`src/rtl/text_pixel_pipe_if.sv`:
```
// Pixel-side bundle between font fetch and palette lookup.
// Master drives the cell/pixel inputs; slave returns the colour.
interface text_pixel_pipe_if #(
   parameter int FONT_W = 8,
   parameter int IDX_W  = 4
);
   localparam int XW = $clog2(FONT_W);

   logic                 frame_start;
   logic                 in_valid;
   logic [FONT_W-1:0]    font_line_data;
   logic [XW-1:0]        char_pix_x;
   logic [3:0]           char_pix_y;
   logic [2*IDX_W-1:0]   bg_fg_index;
   logic                 blink_attr;
   logic                 is_cursor;
   logic                 out_valid;
   logic [IDX_W-1:0]     color_index;

   modport master (
      output frame_start, in_valid, font_line_data,
      output char_pix_x, char_pix_y, bg_fg_index,
      output blink_attr, is_cursor,
      input  out_valid, color_index
   );

   modport slave (
      input  frame_start, in_valid, font_line_data,
      input  char_pix_x, char_pix_y, bg_fg_index,
      input  blink_attr, is_cursor,
      output out_valid, color_index
   );
endinterface

```
`src/rtl/text_pixel_pipe.sv`:
```
// Two-stage text-mode pixel colour pipe: font bit select,
// then blink/cursor shaping and fg/bg palette index choice.
module text_pixel_pipe #(
   parameter int FONT_W        = 8,
   parameter int IDX_W         = 4,
   parameter int MSB_FIRST     = 0,
   parameter int BLINK_FRAMES  = 32,
   parameter int CUR_FIRST_ROW = 14
) (
   input  logic               clk,
   input  logic               rst,
   text_pixel_pipe_if.slave   pix
);
   localparam int XW = $clog2(FONT_W);
   localparam int CW = (BLINK_FRAMES > 1) ? $clog2(BLINK_FRAMES) : 1;
   localparam logic [CW-1:0] CNT_MAX = CW'(BLINK_FRAMES - 1);
   localparam logic [4:0] CUR_ROW = 5'(CUR_FIRST_ROW);

   logic [CW-1:0]    frame_cnt_q, frame_cnt_d;
   logic             phase_q, phase_d;

   logic [XW-1:0]    bit_sel;
   logic             bit_d, cur_hit_d;

   logic             valid1_q;
   logic             bit1_q;
   logic             blink1_q;
   logic             cur1_q;
   logic [IDX_W-1:0] fg1_q, bg1_q;

   logic             on_d;
   logic [IDX_W-1:0] color_d;
   logic             out_valid_q;
   logic [IDX_W-1:0] color_q;

   // Frame counter: wrap at BLINK_FRAMES-1 and flip the blink phase.
   always_comb begin
      frame_cnt_d = frame_cnt_q;
      phase_d     = phase_q;
      if (pix.frame_start) begin
         if (frame_cnt_q == CNT_MAX) begin
            frame_cnt_d = '0;
            phase_d     = ~phase_q;
         end else begin
            frame_cnt_d = frame_cnt_q + 1'b1;
         end
      end
   end

   // Blink state; phase 1 means blinking cells are visible.
   always_ff @(posedge clk or posedge rst) begin
      if (rst) begin
         frame_cnt_q <= '0;
         phase_q     <= 1'b1;
      end else begin
         frame_cnt_q <= frame_cnt_d;
         phase_q     <= phase_d;
      end
   end

   // Font bit pick; FONT_W-1-x equals ~x because FONT_W is a power of 2.
   always_comb begin
      bit_sel   = (MSB_FIRST != 0) ? ~pix.char_pix_x : pix.char_pix_x;
      bit_d     = pix.font_line_data[bit_sel];
      cur_hit_d = pix.is_cursor & ({1'b0, pix.char_pix_y} >= CUR_ROW);
   end

   // Stage 1 register: selected bit plus the cell attributes.
   always_ff @(posedge clk or posedge rst) begin
      if (rst) begin
         valid1_q <= 1'b0;
         bit1_q   <= 1'b0;
         blink1_q <= 1'b0;
         cur1_q   <= 1'b0;
         fg1_q    <= '0;
         bg1_q    <= '0;
      end else begin
         valid1_q <= pix.in_valid;
         bit1_q   <= bit_d;
         blink1_q <= pix.blink_attr;
         cur1_q   <= cur_hit_d;
         fg1_q    <= pix.bg_fg_index[IDX_W-1:0];
         bg1_q    <= pix.bg_fg_index[2*IDX_W-1:IDX_W];
      end
   end

   // Blink hides the glyph in phase 0; cursor inverts it in phase 1.
   always_comb begin
      on_d = bit1_q;
      if (blink1_q && !phase_q) begin
         on_d = 1'b0;
      end
      if (cur1_q && phase_q) begin
         on_d = ~on_d;
      end
      color_d = on_d ? fg1_q : bg1_q;
   end

   // Stage 2 register: colour only updates on valid pixels.
   always_ff @(posedge clk or posedge rst) begin
      if (rst) begin
         out_valid_q <= 1'b0;
         color_q     <= '0;
      end else begin
         out_valid_q <= valid1_q;
         if (valid1_q) begin
            color_q <= color_d;
         end
      end
   end

   assign pix.out_valid   = out_valid_q;
   assign pix.color_index = color_q;
endmodule

```
`src/flat_wrapper.sv`:
```
// flat-port wrapper written by rule: the top's interface ports become plain ports
module text_pixel_pipe_flat 
#(
   parameter int FONT_W        = 8,
   parameter int IDX_W         = 4,
   parameter int MSB_FIRST     = 0,
   parameter int BLINK_FRAMES  = 32,
   parameter int CUR_FIRST_ROW = 14
)
  (clk, rst, pix_frame_start, pix_in_valid, pix_font_line_data, pix_char_pix_x, pix_char_pix_y, pix_bg_fg_index, pix_blink_attr, pix_is_cursor, pix_out_valid, pix_color_index);
  text_pixel_pipe_if #(.FONT_W(FONT_W), .IDX_W(IDX_W)) pix_i ();
  input  logic clk;
  input  logic rst;
  input wire logic [$bits(pix_i.frame_start)-1:0] pix_frame_start;
  input wire logic [$bits(pix_i.in_valid)-1:0] pix_in_valid;
  input wire logic [$bits(pix_i.font_line_data)-1:0] pix_font_line_data;
  input wire logic [$bits(pix_i.char_pix_x)-1:0] pix_char_pix_x;
  input wire logic [$bits(pix_i.char_pix_y)-1:0] pix_char_pix_y;
  input wire logic [$bits(pix_i.bg_fg_index)-1:0] pix_bg_fg_index;
  input wire logic [$bits(pix_i.blink_attr)-1:0] pix_blink_attr;
  input wire logic [$bits(pix_i.is_cursor)-1:0] pix_is_cursor;
  output wire logic [$bits(pix_i.out_valid)-1:0] pix_out_valid;
  output wire logic [$bits(pix_i.color_index)-1:0] pix_color_index;
  assign pix_i.frame_start = pix_frame_start;
  assign pix_i.in_valid = pix_in_valid;
  assign pix_i.font_line_data = pix_font_line_data;
  assign pix_i.char_pix_x = pix_char_pix_x;
  assign pix_i.char_pix_y = pix_char_pix_y;
  assign pix_i.bg_fg_index = pix_bg_fg_index;
  assign pix_i.blink_attr = pix_blink_attr;
  assign pix_i.is_cursor = pix_is_cursor;
  assign pix_out_valid = pix_i.out_valid;
  assign pix_color_index = pix_i.color_index;
  text_pixel_pipe #(.FONT_W(FONT_W), .IDX_W(IDX_W), .MSB_FIRST(MSB_FIRST), .BLINK_FRAMES(BLINK_FRAMES), .CUR_FIRST_ROW(CUR_FIRST_ROW)) u_core (.clk(clk), .rst(rst), .pix(pix_i));
endmodule
```
`config.mk`:
```
export PLATFORM = sky130hd
export DESIGN_NAME = text_pixel_pipe_flat
export DESIGN_NICKNAME = d
export VERILOG_FILES = /design/src/rtl/text_pixel_pipe_if.sv /design/src/rtl/text_pixel_pipe.sv /design/src/flat_wrapper.sv
export SDC_FILE = /design/constraint.sdc
export NUM_CORES = 1
export LEC_CHECK = 0
export CORE_MARGIN = 10
export CORE_UTILIZATION = 50
export CTS_BUF_LIST = sky130_fd_sc_hd__clkbuf_8
export CTS_CLUSTER_SIZE = 8
export DETAILED_ROUTE_END_ITERATION = 16
export PLACE_DENSITY = 0.87
export SYNTH_ARGS = -nofsm -noshare
export SYNTH_HDL_FRONTEND = slang
export SYNTH_SLANG_ARGS = --single-unit
```
`constraint.sdc`:
```
create_clock -name clk -period 2.5 [get_ports clk]
set_input_delay 0.625 -clock clk [delete_from_list [all_inputs] [get_ports clk]]
set_output_delay 0.625 -clock clk [all_outputs]
set_load 0.01 [all_outputs]
```
==> results of run 1 <==
==> worst max-delay path, stage by stage <==
cell and delay [ns]:
clkdlybuf4s50_1 0.50, mux4_1 0.55, mux2_2 0.28
==> registers in the layout, indices dropped and copies added (netlist names) <==
register,flops
u_core.fg1_q,4
u_core.bit1_q,1
u_core.valid1_q,1
u_core.frame_cnt_q,5
u_core.pix.color_index,4
u_core.blink1_q,1
u_core.bg1_q,4
u_core.phase_q,1
u_core.pix.out_valid,1
u_core.cur1_q,1
==> final cells by class <==
cell class	instances	area (sq um)	share of cell area, %
flip-flops and latches	23	576.8	41.12
well taps	27	33.78	2.409
repair buffers	33	327.8	23.37
inverters	2	7.507	0.5352
multi-input cells	50	411.6	29.35
clock inverters	1	3.754	0.2676
clock buffers	3	41.29	2.944
==> kinds of logic after synthesis <==
logic type,count (synthesis),share of synthesized area (%)
AO/OA/AOI/OAI,16,11.03
XOR/XNOR,1,0.8676
adder cells (fa/ha/maj),2,2.478
buffers and inverters,5,2.107
flip-flops,23,57.13
multiplexers,7,10.66
AND/OR/NAND/NOR,24,15.74
==> metrics by stage <==
stage               std cells  total power [mW]  utilization [%]  worst slack, ns
floorplan                  78            0.6759                -           0.9864
global placement          135            0.7668            69.91           0.4441
detailed placement        135            0.7969            69.91           0.4083
CTS                       139             1.014            72.23           0.6875
global route              139             1.079            72.23           0.6483
finish                    139             1.015            72.23           0.6965
==> power breakdown <==
group          switching, mW  internal (mW)
clock                  0.114          0.110
sequential            0.0755          0.453
combinational          0.102          0.161
total                  0.292          0.723
==> cell usage after synthesis (3+ instances only) <==
| cell | instances | share of area [%] |
|---|---|---|
| a21oi_1 | 4 | 2.0 |
| nand2b_1 | 4 | 2.5 |
| mux2_2 | 4 | 4.5 |
| dfrtp_1 | 22 | 55 |
| nor2b_1 | 6 | 3.7 |
| nand4b_1 | 5 | 4.3 |
| o32ai_1 | 4 | 3.5 |
| a211oi_1 | 4 | 3.0 |
| nand2_1 | 3 | 1.1 |
==> path summary, 6_finish.rpt <==
kind / slack [ns] / endpoint / startpoint / cells after the start
setup / recovery: 0.70 / u_core.bit1_q / pix_char_pix_x[1] / 3
hold / removal: 0.52 / u_core.frame_cnt_q[2] / u_core.frame_cnt_q[2] / 1
setup reg to reg: 0.99 / u_core.frame_cnt_q[2] / u_core.frame_cnt_q[0] / 5
hold reg to reg: 0.52 / u_core.frame_cnt_q[2] / u_core.frame_cnt_q[2] / 1
max in group asynchronous: 1.54 / u_core.phase_q / rst / 3
min in group asynchronous: 0.69 / u_core.frame_cnt_q[1] / rst / 3
==> per-layer routing <==
layer	up-vias	wire length [um]
met4	0	52
met1	356	910
met2	32	1159
met3	5	173
met5	-	0
li1	362	-
==> out/summary.log, run 1 <==
INFO  outcome        outcome=completed
INFO  global_route   globalRouteMet1Util=12.44%
INFO  detailed_routing drt_drc=0
INFO  setup_path     crit_path_launch_type=primary input
INFO  power          powerDensity=723.5nW/um^2
INFO  placed_design  hpwl=1845um
INFO  detailed_routing wl_per_cell=16.51um
INFO  placed_design  finalWeightedCongestion=0.7674
INFO  logic_synthesis ys_ff_latch=23
INFO  timing         hold_ws=0.5180ns
INFO  floorplanning  die_extent_in_y=64.94um
INFO  setup_path     critPathKind=in2reg
INFO  cells_and_area antenna-diode-count=0
INFO  detailed_routing avgViaCountPerCell=5.432
INFO  detailed_routing wirelength=2295um
INFO  timing         finalSetupViolCount=0
INFO  hold_path      hold_class=reg2reg
INFO  logic_synthesis syn_inst=78
INFO  timing         timing.final.crit_share=72.14%
INFO  global_route   grt_pass1_vias=886
INFO  timing         timing.clock.skew=0.003290ns
INFO  clock_tree     postcts_setup_bufs=0
INFO  global_route   largest_net_degree_at_the_start_of_global_routing=24
INFO  logic_synthesis synth-edff-count=0
INFO  clock_tree     cts-buffers-inserted=3
INFO  cells_and_area finish.instance_area=1403squm
INFO  global_route   grt.met3_usage=4.124%
INFO  power          cellLeakagePower=0.5788nW
INFO  floorplanning  fp.coreArea=1942squm
INFO  clock_tree     cts_tree=built
INFO  clock_tree     cts.path.max_buffers=2
INFO  floorplanning  design.portCount=34
INFO  logic_synthesis synth.yosys.seq_area_share=57.13%
INFO  cells_and_area post_route_cells_drive_above_1_share=8.929%
INFO  clock_tree     cts_root_buffer=clkbuf_8
INFO  timing         grt_setup_unrepaired=false
INFO  clock_tree     worstSkewPairLatency=0.26ns
INFO  clock_tree     post_cts_resized=0
INFO  setup_path     worst_setup_path_end_kind=flip-flop
INFO  floorplanning  floorplan.initialDensity=52.00%
INFO  timing         slew_headroom=61.45%
INFO  power          ir_drop=423.5uV
INFO  timing         finalMaxSlewViolations=0
INFO  timing         fin_crit=1.804ns
INFO  logic_synthesis synth-main-ff-cell=dfrtp_1
INFO  timing         tns=0ns
INFO  clock_tree     cts.sink_count=23
INFO  clock_tree     cts_hold_repair.buffers=0
INFO  detailed_routing count_of_antenna_violating_nets_left_after_detailed_routing=0
INFO  timing         final_hold_viol_count=0
INFO  setup_path     timing.critical_path.fanout_max=2
INFO  logic_synthesis syn_nets=109
INFO  setup_path     worstPathRequired=2.65ns
INFO  floorplanning  dieArea=4217squm
INFO  global_route   grt.busiest_layer=met2
INFO  timing         fmax=0.5545GHz
INFO  run            cap_viol_max_count=0
INFO  logic_synthesis synth_async_sr_flop_share=100.0%
INFO  cells_and_area n_fill_cell=143
INFO  detailed_routing drt_pre_antenna_iters=4
INFO  global_route   grt_antenna_before_repair=0
INFO  floorplanning  std_cell_rows=16
INFO  placed_design  placed_area=1358squm
INFO  logic_synthesis synth.distinct_cells=26
INFO  global_route   grt_residual_overflow=0
INFO  cells_and_area most-common-layout-cells=clkdlybuf4s50_1, dfrtp_1, nor2b_1, nand4b_1
INFO  logic_synthesis yosys_warnings=0
INFO  logic_synthesis mappedNetlistArea=1010squm
INFO  placed_design  place.port_buffers=32
INFO  global_route   grt_first_pass_wirelength=3974um
INFO  cells_and_area areaGrowthSynthToFinish=38.91%
INFO  cells_and_area layout_commonest_cell=clkdlybuf4s50_1
INFO  timing         worst-slew-pin-transition=0.5782ns
INFO  setup_path     cp_data_arrival_time=1.95ns
INFO  clock_tree     h-tree-depth=1
INFO  cells_and_area final_net_count=144
INFO  global_route   grtUsageTotal=11.63%
INFO  detailed_routing initialDrtViolationCount=31
INFO  detailed_routing via_count=755
INFO  logic_synthesis syn_avg_cell_area=12.95squm
INFO  global_route   grt_util_met2=19.33%
INFO  clock_tree     clk_pin_slew=0.08ns
INFO  floorplanning  die_x=64.94um
Power figures use the tool's default switching activity.
==> run 2, diff against run 1 <==
CORE_UTILIZATION = 42   (was 50)
PLACE_DENSITY = 0.78   (was 0.87)
clock period = 1.6 ns   (was 2.5 ns; I/O delays follow)
==> run 2 against run 1 <==
Effect of this change: clock power grew 58%; sequential cell count is the same; count of clock-buffer cells in the layout is the same; design area grew 1.5%; critical endpoint is now pix_color_index[2]; highest routed layer unchanged.
==> out/summary.log, run 2 (synthesis results as in run 1) <==
INFO  outcome        outcome=completed
INFO  global_route   grt.busiest_layer=met2
INFO  timing         hold_ws=0.3738ns
INFO  global_route   grt_util_met2=15.12%
INFO  clock_tree     h-tree-depth=1
INFO  timing         finalMaxSlewViolations=0
INFO  timing         timing.final.crit_share=96.25%
INFO  detailed_routing avgViaCountPerCell=5.303
INFO  cells_and_area areaGrowthSynthToFinish=41.02%
INFO  setup_path     worst_setup_path_end_kind=output port
INFO  detailed_routing count_of_antenna_violating_nets_left_after_detailed_routing=0
INFO  clock_tree     clk_pin_slew=0.08ns
INFO  floorplanning  design.portCount=34
INFO  global_route   grt_first_pass_wirelength=3891um
INFO  setup_path     crit_chain=clkdlybuf4s50_1
INFO  placed_design  place.port_buffers=32
INFO  detailed_routing wl_per_cell=15.02um
INFO  setup_path     critPathKind=reg2out
INFO  placed_design  post-place-cells=138
INFO  setup_path     crit_path_launch_type=flip-flop
INFO  setup_path     critical-path-max-stage-delay=0.53ns
INFO  setup_path     r2r_end=u_core.frame_cnt_q[4]
INFO  clock_tree     post_cts_resized=0
INFO  power          powerDensity=1106nW/um^2
INFO  cells_and_area most-common-layout-cells=clkdlybuf4s50_1, dfrtp_1, nor2b_1, nand4b_1
INFO  floorplanning  die_x=69.03um
INFO  timing         grt_setup_unrepaired=false
INFO  timing         timing.clock.skew=0.007181ns
INFO  setup_path     setup.worst_path.start=u_core.pix.color_index[2]
INFO  global_route   globalRouteMet1Util=10.73%
INFO  run            cap_viol_max_count=0
INFO  power          ir_drop=698.4uV
INFO  floorplanning  die_extent_in_y=69.03um
INFO  cells_and_area largest_register=u_core.frame_cnt_q
INFO  setup_path     cp_data_arrival_time=1.14ns
INFO  setup_path     path_buf_inv=1
INFO  global_route   grt_antenna_before_repair=0
INFO  cells_and_area layout_commonest_cell=clkdlybuf4s50_1
INFO  global_route   grt_residual_overflow=0
INFO  clock_tree     cts-buffers-inserted=3
INFO  clock_tree     cts.path.max_buffers=2
INFO  clock_tree     cts_hold_repair.buffers=0
INFO  placed_design  hpwl=1770um
INFO  placed_design  placed_area=1374squm
INFO  hold_path      hold_class=in2async
INFO  timing         worst-slew-pin-transition=0.3271ns
INFO  cells_and_area max_ffs_per_register=5
INFO  detailed_routing wirelength=2133um
INFO  floorplanning  dieArea=4765squm
INFO  timing         final_hold_viol_count=0
INFO  cells_and_area finish.instance_area=1424squm
INFO  floorplanning  floorplan.initialDensity=44.78%
INFO  setup_path     worstPathRequired=1.20ns
INFO  global_route   grt.met3_usage=3.566%
INFO  cells_and_area antenna-diode-count=0
INFO  detailed_routing via_count=753
INFO  setup_path     reg2reg_depth=4
INFO  placed_design  finalWeightedCongestion=0.7206
INFO  setup_path     timing.rr.start=u_core.frame_cnt_q[0]
INFO  floorplanning  fp.coreArea=2255squm
INFO  floorplanning  std_cell_rows=17
INFO  clock_tree     postcts_setup_bufs=0
INFO  cells_and_area post_route_cells_drive_above_1_share=12.28%
INFO  setup_path     timing.critical_path.fanout_max=2
INFO  clock_tree     cts_tree=built
INFO  global_route   grt_pass1_vias=845
INFO  detailed_routing drt_drc=0
INFO  cells_and_area final_net_count=146
INFO  global_route   largest_net_degree_at_the_start_of_global_routing=14
INFO  detailed_routing initialDrtViolationCount=24
INFO  timing         fin_crit=1.540ns
INFO  clock_tree     cts.sink_count=23
INFO  power          cellLeakagePower=0.6111nW
INFO  timing         slew_headroom=78.19%
INFO  clock_tree     cts_root_buffer=clkbuf_8
INFO  clock_tree     worstSkewPairLatency=0.27ns
INFO  timing         finalSetupViolCount=0
INFO  detailed_routing drt_pre_antenna_iters=4
INFO  setup_path     timing.reg2reg.setup_slack=0.13ns
INFO  timing         fmax=0.6493GHz
INFO  setup_path     cp_top_family=buffers and inverters
INFO  cells_and_area instances_no_fill=142
INFO  setup_path     critical_path.slowest_cell=clkdlybuf4s50_1
INFO  global_route   grtUsageTotal=9.634%
INFO  cells_and_area n_fill_cell=183
-- run 2: final cells by class --
cell class              instances  area, sq um  share of cell area [%]
inverters                       2        7.507                  0.5272
well taps                      28        35.03                   2.460
clock buffers                   3        41.29                   2.900
clock inverters                 1        5.005                  0.3515
flip-flops and latches         23        576.8                   40.51
repair buffers                 35        350.3                   24.60
multi-input cells              50        407.9                   28.65
-- run 2: power breakdown --
part / switching [mW] / internal [mW]
Combinational: 0.152 / 0.252
Sequential: 0.111 / 0.707
Clock: 0.179 / 0.174
-- run 2: routing by layer --
metal	vias up	routed length [um]
met4	0	46
met3	4	188
met5	-	0
met1	354	864
li1	363	-
met2	32	1034
-- run 2: worst max-delay path by stage --
stage	end	slack, ns	cells past startpoint
6_report	pix_color_index[2]	0.06	1
5_1_grt	pix_out_valid	0.02	1
3_5_place_dp	u_core.bit1_q	-0.27	3
2_1_floorplan	u_core.frame_cnt_q[4]	0.21	4
4_1_cts	u_core.bit1_q	0.01	3
3_3_place_gp	u_core.bit1_q	-0.23	3
-- run 2: through the flow --
| stage | TNS (ns) | util (%) | setup slack (ns) | total power [mW] |
|---|---|---|---|---|
| floorplan | 0 | - | 0.2065 | 1.056 |
| global placement | -0.2281 | 60.93 | -0.2281 | 1.205 |
| detailed placement | -0.2680 | 60.93 | -0.2680 | 1.241 |
| CTS | 0 | 62.99 | 0.01154 | 1.592 |
| global route | 0 | 63.15 | 0.02329 | 1.675 |
| finish | 0 | 63.15 | 0.05999 | 1.574 |
